File: src/rtl/dm_write_tracer.sv
`default_nettype none
// ============================================================================
// Module   : dm_write_tracer
// Brief    : Snoops data-memory stores into a show-ahead FIFO and drains them
//            over a valid/ready trace stream; dump freezes capture and flushes.
// Revision : 1.0 - initial release
// ============================================================================
module dm_write_tracer #(
    parameter int N     = 64,
    parameter int DEPTH = 16,
    parameter int SEQ_W = 16
) (
    input  logic                     CLOCK_50,
    input  logic                     reset,
    input  logic                     DM_writeEnable,
    input  logic [N-1:0]             DM_addr,
    input  logic [N-1:0]             DM_writeData,
    input  logic                     dump,
    output logic                     trace_valid,
    input  logic                     trace_ready,
    output logic [N-1:0]             trace_addr,
    output logic [N-1:0]             trace_data,
    output logic [SEQ_W-1:0]         trace_seq,
    output logic                     trace_last,
    output logic [SEQ_W-1:0]         overflow_cnt,
    output logic [$clog2(DEPTH):0]   count,
    output logic                     busy,
    output logic                     done
);

    localparam int            PW           = $clog2(DEPTH);
    localparam logic [PW:0]   c_full_count = (PW+1)'(DEPTH);
    localparam logic [PW:0]   c_one        = (PW+1)'(1);

    typedef enum logic [1:0] {
        ST_CAPTURE = 2'd0,
        ST_DRAIN   = 2'd1,
        ST_DONE    = 2'd2
    } state_t;

    state_t             r_state;
    state_t             w_state_next;

    logic [N-1:0]       r_mem_addr [DEPTH];
    logic [N-1:0]       r_mem_data [DEPTH];
    logic [SEQ_W-1:0]   r_mem_seq  [DEPTH];

    logic [PW-1:0]      r_wr_ptr;
    logic [PW-1:0]      r_rd_ptr;
    logic [PW:0]        r_count;
    logic [SEQ_W-1:0]   r_seq;
    logic [SEQ_W-1:0]   r_ovf;
    logic               r_dump_q;

    logic               w_empty;
    logic               w_full;
    logic               w_valid;
    logic               w_pop;
    logic               w_push;
    logic               w_ovf_inc;
    logic               w_seq_inc;
    logic               w_dump_edge;
    logic               w_last;

    assign w_empty     = (r_count == '0);
    assign w_full      = (r_count == c_full_count);
    assign w_valid     = !w_empty && (r_state != ST_DONE);
    assign w_pop       = w_valid && trace_ready;
    assign w_dump_edge = dump & ~r_dump_q;

    always_ff @(posedge CLOCK_50) begin
        if (reset) begin
            r_state <= ST_CAPTURE;
        end else begin
            r_state <= w_state_next;
        end
    end

    always_comb begin
        w_state_next = r_state;
        w_push       = 1'b0;
        w_ovf_inc    = 1'b0;
        w_seq_inc    = 1'b0;
        w_last       = 1'b0;
        busy         = 1'b1;
        done         = 1'b0;
        case (r_state)
            ST_CAPTURE: begin
                // A full FIFO still accepts a store when the head leaves this cycle.
                if (DM_writeEnable) begin
                    w_seq_inc = 1'b1;
                    if (!w_full || w_pop) begin
                        w_push = 1'b1;
                    end else begin
                        w_ovf_inc = 1'b1;
                    end
                end
                if (w_dump_edge) begin
                    w_state_next = ST_DRAIN;
                end
            end
            ST_DRAIN: begin
                if (DM_writeEnable) begin
                    w_seq_inc = 1'b1;
                    w_ovf_inc = 1'b1;
                end
                w_last = w_valid && (r_count == c_one);
                if (w_empty || ((r_count == c_one) && w_pop)) begin
                    w_state_next = ST_DONE;
                end
            end
            ST_DONE: begin
                busy = 1'b0;
                done = 1'b1;
            end
            default: begin
                w_state_next = ST_CAPTURE;
            end
        endcase
    end

    always_ff @(posedge CLOCK_50) begin
        if (reset) begin
            r_wr_ptr <= '0;
            r_rd_ptr <= '0;
            r_count  <= '0;
            r_seq    <= '0;
            r_ovf    <= '0;
            r_dump_q <= 1'b0;
        end else begin
            r_dump_q <= dump;
            if (w_push) begin
                r_wr_ptr <= r_wr_ptr + 1'b1;
            end
            if (w_pop) begin
                r_rd_ptr <= r_rd_ptr + 1'b1;
            end
            case ({w_push, w_pop})
                2'b10:   r_count <= r_count + 1'b1;
                2'b01:   r_count <= r_count - 1'b1;
                default: r_count <= r_count;
            endcase
            if (w_seq_inc) begin
                r_seq <= r_seq + 1'b1;
            end
            if (w_ovf_inc && (r_ovf != '1)) begin
                r_ovf <= r_ovf + 1'b1;
            end
        end
    end

    // Storage needs no reset: an empty FIFO masks the head outputs to zero.
    always_ff @(posedge CLOCK_50) begin
        if (w_push) begin
            r_mem_addr[r_wr_ptr] <= DM_addr;
            r_mem_data[r_wr_ptr] <= DM_writeData;
            r_mem_seq[r_wr_ptr]  <= r_seq;
        end
    end

    assign trace_valid  = w_valid;
    assign trace_last   = w_last;
    assign trace_addr   = w_empty ? '0 : r_mem_addr[r_rd_ptr];
    assign trace_data   = w_empty ? '0 : r_mem_data[r_rd_ptr];
    assign trace_seq    = w_empty ? '0 : r_mem_seq[r_rd_ptr];
    assign overflow_cnt = r_ovf;
    assign count        = r_count;

endmodule
`default_nettype wire

File: config.mk
export PLATFORM = sky130hd
export DESIGN_NAME = dm_write_tracer
export DESIGN_NICKNAME = d
export VERILOG_FILES = /design/src/rtl/dm_write_tracer.sv
export SDC_FILE = /design/constraint.sdc
export NUM_CORES = 2
export LEC_CHECK = 0
export BUFFER_PORTS_ARGS = -buffer_cell sky130_fd_sc_hd__buf_2
export CORE_ASPECT_RATIO = 0.7
export CORE_MARGIN = 4
export CORE_UTILIZATION = 38
export DETAILED_ROUTE_END_ITERATION = 8
export GPL_TIMING_DRIVEN = 0
export MAX_ROUTING_LAYER = met4
export PLACE_DENSITY_LB_ADDON = 0.08
export SETUP_SLACK_MARGIN = 0.4
export SYNTH_ARGS = -nofsm -noshare
export SYNTH_HDL_FRONTEND = slang
export SYNTH_SLANG_ARGS = --single-unit
File: constraint.sdc
create_clock -name CLOCK_50 -period 21.9 [get_ports CLOCK_50]
set_input_delay 1.095 -clock CLOCK_50 [delete_from_list [all_inputs] [get_ports CLOCK_50]]
set_output_delay 1.095 -clock CLOCK_50 [all_outputs]
set_load 0.05 [all_outputs]
==> impl_metrics.ini <==
[global_routing]
antenna_found_initial = 60
grt_max_degree = 24
grt_pass1_wl_mm = 352
overflow = 0
grt_util_all_layers_pct = 21.0
first_global_vias = 43599

[min_path]
hold_depth = 2
min_path_type = in -> reg

[place]
post-dp-hpwl_mm = 161
gp_congestion = 0.735
dpl.cell_count = 7392
port-buffer-count = 301

[timing]
fin_setup_tns_ns = 0
setup_violations = 0
clock.fmax_ghz = 0.172
hold_viol_final = 0
tightest_slew_ns = 1.43
post-route-min-period_ns = 5.82
clock_skew_ns = 0.0368
rsz0062_at_grt = false
slew_violations = 0
relSlewSlack_pct = 4.39
timing.final.crit_share_pct = 26.6

[die]
io_pins = 302
num_rows = 148
start_util_pct = 38.4
die_w_um = 588
core_area_um2 = 233000
fp.dieH_um = 414
dieArea_um2 = 244000

[setup_path]
crit_path_frequent_cell = buf_2
arrival_ns = 4.73
reg2reg_depth = 12
crit_chain = buf_2 -> clkbuf_1 -> buf_2 -> mux4_2 -> mux2i_1 -> o22ai_1 -> buf_2
critPathBufInv = 4
path_max_fanout = 10
path_class = reg -> out
cp_top_family = buffers and inverters
cp.depth = 7
cpPeakStageDelay_ns = 1.10
critPathLaunchType = flip-flop
required_ns = 20.81
cpMaxStageDelayCell = clkbuf_1
end_kind = primary output

[logic_synthesis]
synth_cell_types = 52
yosys_warnings = 0
synth-edff-count = 2304
avgSynthCellArea_um2 = 23.5
syn_nets = 3959
ys_seq_elements = 2356
ys.flop_type = edfxtp_1
synth_area_um2 = 89500
synth-seq-area-share_pct = 78.5
netlist_instances = 3814
ys_async_sr_fraction_pct = 0

[cts]
clk_pin_slew_ns = 0.06
cts_tree = built
clk_latency_ns = 0.86
postCtsSetupBuffers = 0
numCtsBuffers = 233
cts_sinks = 2356
cts_resized = 0
holdBufCountCts = 0
clockBufferDepth = 4
root_buffer = clkbuf_16
htree_num_levels = 4

[drt]
route.top_layer_used = met4
m1WireLength_mm = 113
vias = 42932
avgViaCountPerCell = 5.48
routed_wirelength_mm = 252
ant_nets = 0
drt-wirelength-per-cell_um = 32.2
wl_met2_mm = 119
drt_iter0_drc = 4172
drc = 0
dr.pass1.iters = 5
met3_wirelength_mm = 14.4

[power]
leakage_nw = 32.1
ir_drop_uv = 71.1
powerDensity_nw_per_um2 = 115

[run_status]
status = finished clean

[layout]
mostFrequentLayoutCell = edfxtp_1
final_cell_count_no_fill = 7838
drive_gt1_share_pct = 32.0
most-common-layout-cells = 2,304 x edfxtp_1, 575 x mux4_2, 380 x buf_2
final_nets = 4697
area_growth_pct = 18.0

[run]
cap_violations = 0
[sequential cells by signal, indices dropped and copies added (netlist names), named ones only]
name / cells
count: 5
overflow_cnt: 16
r_dump_q: 1
r_mem_addr: 1024
r_mem_data: 1024
r_mem_seq: 256
r_rd_ptr: 4
r_seq: 16
r_state: 2
r_wr_ptr: 4
[path summary, 6_finish.rpt]
check                                         startpoint                           to  slack, ns
worst max-delay path                           flip-flop                trace_data[1]      16.08
worst min-delay path                                dump          r_dump_q$_SDFF_PP0_       0.47
worst max register to register     count[0]$_SDFFE_PP0P_  r_mem_data[1][25]$_DFFE_PP_      17.94
worst min register to register  r_rd_ptr[3]$_SDFFE_PP0P_     r_rd_ptr[3]$_SDFFE_PP0P_       0.51
[Yosys cell counts, drive strengths merged, types with 3 or more instances]
library cell  number  area (um^2)
nand2             14         55.1
edfxtp          2304        69200
ha                12          150
mux2               3         33.8
inv               12         45.0
xnor2              4         35.0
and4               4         35.0
or3                7         43.8
nand4b             3         26.3
buf              135          677
mux4             575        12900
or4               14          105
nor3               6         30.0
o21ai              8         40.0
nand3             12         60.1
xor2              13          114
nand2b             4         25.0
nand4             13         81.3
nor2b              3         18.8
clkbuf            71          267
and3               4         25.0
or4b               3         30.0
nor2              34          128
o22ai            144          901
nor4               3         18.8
dfxtp             52         1040
a21oi             27          135
o31ai             13         97.6
a211oi             3         22.5
mux2i            291         2910
[metal layers]
layer  up-vias  GRT usage [%]
li1      17917              -
met5         -              -
met3       359           3.54
met4         0           4.09
met1     23369           29.7
met2      1287           32.5
[report_power, final]
| part | internal, mW | leakage (nW) | switching (mW) |
|---|---|---|---|
| clock | 2.20 | 3.54 | 1.68 |
| combinational | 1.11 | 7.60 | 2.08 |
| sequential | 5.07 | 21.0 | 0.0334 |
| total | 8.38 | 32.1 | 3.80 |
[final cells by class]
class                      instances  area (um^2)
antenna                           24         60.1
tap                             3075         3850
timing repair buffer             503         4790
inverter                          12         45.0
sequential                      2356        70200
buffer                           206          953
multi-input combinational       1240        18400
clock buffer                     300         6190
fill                           19609       128000
clock inverter                   122         1070
[metrics by stage]
| stage | hold WS (ns) | area (um^2) | total power, mW | worst slack (ns) | util (%) |
|---|---|---|---|---|---|
| after global routing | 0.483 | 106000 | 12.7 | 15.94 | 45.2 |
| final | 0.472 | 106000 | 12.2 | 16.08 | 45.3 |
| after global placement | 0.488 | 94900 | 8.53 | -7.89 | 40.7 |
| after CTS | 0.407 | 106000 | 12.4 | 15.72 | 45.2 |
| after detailed placement | 0.497 | 98300 | 8.48 | 16.71 | 42.1 |
| after floorplan | 0.459 | 89500 | 7.37 | 9.52 | - |
[logic make-up after synthesis]
family	count (synthesis)	share of synthesized area, %
flip-flops	2356	78.5
multiplexers	869	17.8
buffers and inverters	218	1.10
AO/OA/AOI/OAI	205	1.45
AND/OR/NAND/NOR	137	0.902
XOR/XNOR	17	0.166
adder cells (fa/ha/maj)	12	0.168
Note: power is estimated with default switching activity, not from simulation.
